[src/rtl/compuertas_sweep_if.sv]
// Bundle between the sweep sequencer, its controller and the gate block.
// master: controller/gate side; slave: compuertas_sweep.
interface compuertas_sweep_if;
    logic       start;
    logic [7:0] exp_s1;
    logic [7:0] exp_s2;
    logic       A;
    logic       B;
    logic       C;
    logic       S1;
    logic       S2;
    logic       busy;
    logic       done;
    logic [7:0] tt_s1;
    logic [7:0] tt_s2;
    logic [3:0] err_count;
    logic       pass;

    modport master (
        output start, exp_s1, exp_s2, S1, S2,
        input  A, B, C, busy, done,
        input  tt_s1, tt_s2, err_count, pass
    );

    modport slave (
        input  start, exp_s1, exp_s2, S1, S2,
        output A, B, C, busy, done,
        output tt_s1, tt_s2, err_count, pass
    );
endinterface

[src/rtl/compuertas_sweep.sv]
// Exhaustive sweep of {A,B,C} over 0..7, capturing S1/S2 truth tables.
// Ports: clk, rst_n (async, active low), bus (slave: start/exp in,
// A/B/C drive, S1/S2 sample, busy/done/tables/err_count/pass out).
module compuertas_sweep #(
    parameter int unsigned HOLD_CYCLES = 2
) (
    input logic              clk,
    input logic              rst_n,
    compuertas_sweep_if.slave bus
);
    typedef enum logic [1:0] {IDLE, DRIVE, DONE} state_e;

    localparam logic [7:0] LAST = 8'(HOLD_CYCLES - 1);

    state_e     state_q, state_d;
    logic [2:0] vec_q, vec_d;
    logic [7:0] cnt_q, cnt_d;
    logic [2:0] abc_q, abc_d;
    logic [7:0] exp1_q, exp1_d;
    logic [7:0] exp2_q, exp2_d;
    logic [7:0] tt1_q, tt1_d;
    logic [7:0] tt2_q, tt2_d;
    logic [3:0] err_q, err_d;
    logic       pass_q, pass_d;

    logic [1:0] inc;
    logic [4:0] err_sum;

    always_comb begin
        state_d = state_q;
        vec_d   = vec_q;
        cnt_d   = cnt_q;
        abc_d   = abc_q;
        exp1_d  = exp1_q;
        exp2_d  = exp2_q;
        tt1_d   = tt1_q;
        tt2_d   = tt2_q;
        err_d   = err_q;
        pass_d  = pass_q;
        inc     = 2'd0;
        err_sum = 5'd0;
        unique case (state_q)
            IDLE: begin
                if (bus.start) begin
                    state_d = DRIVE;
                    vec_d   = 3'd0;
                    cnt_d   = 8'd0;
                    abc_d   = 3'd0;
                    exp1_d  = bus.exp_s1;
                    exp2_d  = bus.exp_s2;
                    tt1_d   = 8'd0;
                    tt2_d   = 8'd0;
                    err_d   = 4'd0;
                    pass_d  = 1'b0;
                end
            end
            DRIVE: begin
                cnt_d = cnt_q + 8'd1;
                if (cnt_q == LAST) begin
                    tt1_d[vec_q] = bus.S1;
                    tt2_d[vec_q] = bus.S2;
                    inc = {1'b0, bus.S1 != exp1_q[vec_q]}
                        + {1'b0, bus.S2 != exp2_q[vec_q]};
                    err_sum = {1'b0, err_q} + {3'b0, inc};
                    // 16 mismatches do not fit in 4 bits: clamp.
                    err_d = err_sum[4] ? 4'hF : err_sum[3:0];
                    if (vec_q == 3'd7) begin
                        state_d = DONE;
                        abc_d   = 3'd0;
                        pass_d  = (err_sum == 5'd0);
                    end else begin
                        vec_d = vec_q + 3'd1;
                        abc_d = vec_q + 3'd1;
                        cnt_d = 8'd0;
                    end
                end
            end
            DONE: begin
                state_d = IDLE;
            end
            default: begin
                state_d = IDLE;
            end
        endcase
    end

    always_ff @(posedge clk or negedge rst_n) begin
        if (!rst_n) begin
            state_q <= IDLE;
            vec_q   <= 3'd0;
            cnt_q   <= 8'd0;
            abc_q   <= 3'd0;
            exp1_q  <= 8'd0;
            exp2_q  <= 8'd0;
            tt1_q   <= 8'd0;
            tt2_q   <= 8'd0;
            err_q   <= 4'd0;
            pass_q  <= 1'b0;
        end else begin
            state_q <= state_d;
            vec_q   <= vec_d;
            cnt_q   <= cnt_d;
            abc_q   <= abc_d;
            exp1_q  <= exp1_d;
            exp2_q  <= exp2_d;
            tt1_q   <= tt1_d;
            tt2_q   <= tt2_d;
            err_q   <= err_d;
            pass_q  <= pass_d;
        end
    end

    assign bus.A         = abc_q[2];
    assign bus.B         = abc_q[1];
    assign bus.C         = abc_q[0];
    assign bus.busy      = (state_q == DRIVE);
    assign bus.done      = (state_q == DONE);
    assign bus.tt_s1     = tt1_q;
    assign bus.tt_s2     = tt2_q;
    assign bus.err_count = err_q;
    assign bus.pass      = pass_q;
endmodule

[src/flat_wrapper.sv]
// flat-port wrapper written by rule: the top's interface ports become plain ports
module compuertas_sweep_flat 
#(
    parameter int unsigned HOLD_CYCLES = 2
)
  (clk, rst_n, bus_start, bus_exp_s1, bus_exp_s2, bus_S1, bus_S2, bus_A, bus_B, bus_C, bus_busy, bus_done, bus_tt_s1, bus_tt_s2, bus_err_count, bus_pass);
  compuertas_sweep_if bus_i ();
  input logic clk;
  input logic rst_n;
  input wire logic [$bits(bus_i.start)-1:0] bus_start;
  input wire logic [$bits(bus_i.exp_s1)-1:0] bus_exp_s1;
  input wire logic [$bits(bus_i.exp_s2)-1:0] bus_exp_s2;
  input wire logic [$bits(bus_i.S1)-1:0] bus_S1;
  input wire logic [$bits(bus_i.S2)-1:0] bus_S2;
  output wire logic [$bits(bus_i.A)-1:0] bus_A;
  output wire logic [$bits(bus_i.B)-1:0] bus_B;
  output wire logic [$bits(bus_i.C)-1:0] bus_C;
  output wire logic [$bits(bus_i.busy)-1:0] bus_busy;
  output wire logic [$bits(bus_i.done)-1:0] bus_done;
  output wire logic [$bits(bus_i.tt_s1)-1:0] bus_tt_s1;
  output wire logic [$bits(bus_i.tt_s2)-1:0] bus_tt_s2;
  output wire logic [$bits(bus_i.err_count)-1:0] bus_err_count;
  output wire logic [$bits(bus_i.pass)-1:0] bus_pass;
  assign bus_i.start = bus_start;
  assign bus_i.exp_s1 = bus_exp_s1;
  assign bus_i.exp_s2 = bus_exp_s2;
  assign bus_i.S1 = bus_S1;
  assign bus_i.S2 = bus_S2;
  assign bus_A = bus_i.A;
  assign bus_B = bus_i.B;
  assign bus_C = bus_i.C;
  assign bus_busy = bus_i.busy;
  assign bus_done = bus_i.done;
  assign bus_tt_s1 = bus_i.tt_s1;
  assign bus_tt_s2 = bus_i.tt_s2;
  assign bus_err_count = bus_i.err_count;
  assign bus_pass = bus_i.pass;
  compuertas_sweep #(.HOLD_CYCLES(HOLD_CYCLES)) u_core (.clk(clk), .rst_n(rst_n), .bus(bus_i));
endmodule
[config.mk]
export PLATFORM = sky130hd
export DESIGN_NAME = compuertas_sweep_flat
export DESIGN_NICKNAME = d
export VERILOG_FILES = /design/src/rtl/compuertas_sweep_if.sv /design/src/rtl/compuertas_sweep.sv /design/src/flat_wrapper.sv
export SDC_FILE = /design/constraint.sdc
export NUM_CORES = 1
export LEC_CHECK = 0
export ABC_AREA = 0
export CORE_MARGIN = 1
export CORE_UTILIZATION = 30
export DETAILED_ROUTE_END_ITERATION = 16
export DONT_BUFFER_PORTS = 1
export PLACE_DENSITY = 0.52
export SLEW_MARGIN = 20
export SYNTH_ARGS = -nofsm -noshare
export SYNTH_HDL_FRONTEND = slang
export SYNTH_SLANG_ARGS = --single-unit
[constraint.sdc]
create_clock -name clk -period 3 [get_ports clk]
set_input_delay 0.75 -clock clk [delete_from_list [all_inputs] [get_ports clk]]
set_output_delay 0.75 -clock clk [all_outputs]
set_load 0.02 [all_outputs]
==> flow_metrics.py <==
metrics = {
    "sta": {
        "setup_tns_ps": 0,
        "tightestPinTransition_ps": 565,
        "rsz0062_at_grt": "false",
        "fmax_mhz": 386,
        "finalSetupViolCount": 0,
        "hold_viol": 0,
        "hold_ws_ps": 117,
        "fin_crit_ps": 2590,
        "period_share": 0.864,
        "relSlewSlack": 0.622,
        "skew_ps": 13.2,
        "slew_viol_final": 0,
    },
    "place": {
        "place.gp.congestion": 0.790,
        "dp_hpwl_mm": 4.07,
        "io_buffers": 0,
        "placed_cell_area_um2": 2650,
    },
    "floorplan": {
        "fp.dieW_um": 93.6,
        "die_area_um2": 8760,
        "num_rows": 33,
        "die_height_um": 93.6,
        "initial_core_util": 0.308,
        "core_area_um2": 8180,
        "ios": 47,
    },
    "routing": {
        "avgRoutedWirePerCell_um": 17.9,
        "first_pass_iters": 4,
        "drc": 0,
        "initialDrtViolationCount": 93,
        "wl_mm": 5.73,
        "vias_per_cell": 5.35,
        "postRouteAntennaNets": 0,
        "vias": 1716,
    },
    "clock_network": {
        "h-tree-depth": 2,
        "clkTransAtPathRegs_ps": 100,
        "cts_resized": 0,
        "cts_buffer_depth": 2,
        "cts_inserted_buffers": 5,
        "holdBufCountCts": 0,
        "cts_num_sinks": 53,
        "clock-root-buffer": "clkbuf_8",
        "post_cts_buffers": 0,
        "tritoncts": "built",
        "clk_latency_ps": 310,
    },
    "worst_setup_path": {
        "end_kind": "flip-flop",
        "start_kind": "flip-flop",
        "r2r_slack_ps": 410,
        "r2r_start": "u_core.vec_q[1]$_DFFE_PN0P_",
        "cp_max_fo": 10,
        "rr_endpoint": "u_core.bus.pass$_DFFE_PN0P_",
        "rr_worst_depth": 11,
        "cp_data_arrival_time_ps": 2830,
        "critPathKind": "flip-flop to flip-flop",
        "critPathRequiredTime_ps": 3240,
    },
    "synthesis": {
        "ys_seq_area_frac": 0.527,
        "synth_edf_count": 0,
        "synthAdderAreaFrac": 0.0328,
        "synth_cells": 210,
        "synthXorXnorAreaFrac": 0.0174,
        "synthSimpleGateAreaFrac": 0.114,
        "synth_seq_cells": 53,
        "synth_warnings": 0,
        "syn-num-nets": 237,
        "avgSynthCellArea_um2": 12.0,
        "synth_compound_gate_area_share": 0.200,
        "ys.flop_type": "dfrtp_1",
        "netlist_area_um2": 2520,
        "ys_types": 46,
        "synth_top_family_by_area": "compound AO/OA/AOI/OAI gates",
        "muxShareOfSynthArea": 0.0756,
        "ys_async_sr_fraction": 1.00,
    },
    "worst_hold_path": {
        "min_path_type": "primary input to async pin",
    },
    "layout": {
        "final_cell_mix": "dfrtp_1, a32o_1, mux2_2, nand2_1",
        "diodes": 0,
        "area_growth_pct": 9.60,
        "multi_input_area_um2": 1110,
        "final_util": 0.337,
        "seq_area_um2": 1330,
        "nets": 242,
        "fill_cells": 827,
        "final_cell_area_um2": 2760,
        "drive_gt1_frac": 0.176,
        "layout_commonest_cell": "dfrtp_1",
    },
    "global_route": {
        "grt_pass1_vias": 1687,
        "grt_usage": 0.140,
        "grt_max_degree": 54,
        "grt_pass1_wl_mm": 9.45,
        "antenna_found_initial": 0,
        "overflow": 0,
    },
    "job": {
        "max_cap_violations": 0,
    },
    "power": {
        "max-vdd-ir-drop_v": 0.000288,
        "power.density_nw_per_um2": 997,
        "leakagePower_nw": 1.19,
        "fin_total_pwr_mw": 2.75,
    },
    "run_status": {
        "run_status": "finished, final reports clean",
    },
}
-- power breakdown --
group | leakage, nW | internal [mW] | switching (mW)
Sequential | 0.676 | 0.961 | 0.431
Combinational | 0.457 | 0.423 | 0.437
Clock | 0.0585 | 0.251 | 0.247
Total | 1.19 | 1.63 | 1.12
-- critical path: stages (launching register included) --
cell	delay (ps)
dfrtp_1	480
and3_1	300
a22oi_1	250
nand4_1	150
xnor2_1	170
fa_1	410
inv_1	70
ha_1	190
nand2_1	70
nor2_1	160
o2111ai_1	140
o2bb2ai_1	150
-- how the worst max path moves through the flow --
| stage | startpoint | endpoint | slack [ps] |
|---|---|---|---|
| 2_1_floorplan | u_core.vec_q[0]$_DFFE_PN0P_ | u_core.bus.pass$_DFFE_PN0P_ | 540 |
| 3_3_place_gp | u_core.vec_q[1]$_DFFE_PN0P_ | u_core.bus.pass$_DFFE_PN0P_ | 460 |
| 3_5_place_dp | u_core.vec_q[1]$_DFFE_PN0P_ | u_core.bus.pass$_DFFE_PN0P_ | 430 |
| 4_1_cts | u_core.vec_q[0]$_DFFE_PN0P_ | u_core.bus.pass$_DFFE_PN0P_ | 400 |
| 5_1_grt | u_core.vec_q[1]$_DFFE_PN0P_ | u_core.bus.pass$_DFFE_PN0P_ | 150 |
| 6_report | u_core.vec_q[1]$_DFFE_PN0P_ | u_core.bus.pass$_DFFE_PN0P_ | 410 |
-- cells by family (layout without fill, tap and decap cells) --
logic type | count (synthesis) | after routing
AOI/OAI and AO/OA | 65 | 65
muxes | 17 | 17
DFF | 53 | 53
adders and majority gates | 6 | 6
and+or+nand+nor | 49 | 49
buffers and inverters | 15 | 21
xor gates and xnor gates | 5 | 5
-- synthesized netlist by cell type, types with 2 or more instances --
| cell | n | area [um2] |
|---|---|---|
| and2_1 | 2 | 12.5 |
| a21oi_1 | 6 | 30.0 |
| nor4_1 | 2 | 12.5 |
| inv_1 | 5 | 18.8 |
| xor2_1 | 2 | 17.5 |
| a32o_1 | 17 | 170 |
| a22oi_1 | 8 | 60.1 |
| nand3_1 | 3 | 15.0 |
| nand4_1 | 2 | 12.5 |
| nor2_1 | 7 | 26.3 |
| nor3_1 | 4 | 20.0 |
| o22ai_1 | 8 | 50.1 |
| and3b_1 | 3 | 26.3 |
| mux2_2 | 16 | 180 |
| a22o_1 | 3 | 26.3 |
| nand2_1 | 13 | 48.8 |
| ha_1 | 5 | 62.6 |
| and3_1 | 3 | 18.8 |
| a21o_1 | 3 | 22.5 |
| dfrtp_1 | 53 | 1330 |
| a31oi_1 | 6 | 37.5 |
| buf_2 | 4 | 20.0 |
| o21ai_0 | 6 | 30.0 |
| buf_1 | 2 | 7.51 |
| xnor2_1 | 3 | 26.3 |
| nor3b_1 | 3 | 22.5 |
| o2bb2ai_1 | 2 | 17.5 |
-- registers in the layout, indices dropped and copies added (netlist names) --
register and flops:
u_core.bus.tt_s2 8, u_core.bus.err_count 4, u_core.exp2_q 8, u_core.exp1_q 8, u_core.bus.tt_s1 8, u_core.cnt_q 8
u_core.state_q 2, u_core.abc_q 3, u_core.vec_q 3, u_core.bus.pass 1
-- layout make-up --
cell class	count	area share
sequential	53	0.481
multi-input combinational	142	0.403
tap	105	0.0476
clock buffer	5	0.0250
timing repair buffer	7	0.0191
clock inverter	3	0.0159
inverter	6	0.00817
-- routing by layer --
metal  vias to the layer above  wire length [um]  GRT usage
li1                        822                 -          -
met1                       851              2770      0.199
met2                        35              2540      0.200
met3                         8               341     0.0455
met4                         0                85     0.0462
met5                         -                 0          0
-- through the flow --
stage          worst slack (ps)  cells
4_1_cts                     397    321
2_1_floorplan               543    210
3_5_place_dp                431    313
5_1_grt                     153    321
3_3_place_gp                458    313
6_report                    408    321
Note: power is estimated with default switching activity, not from simulation.
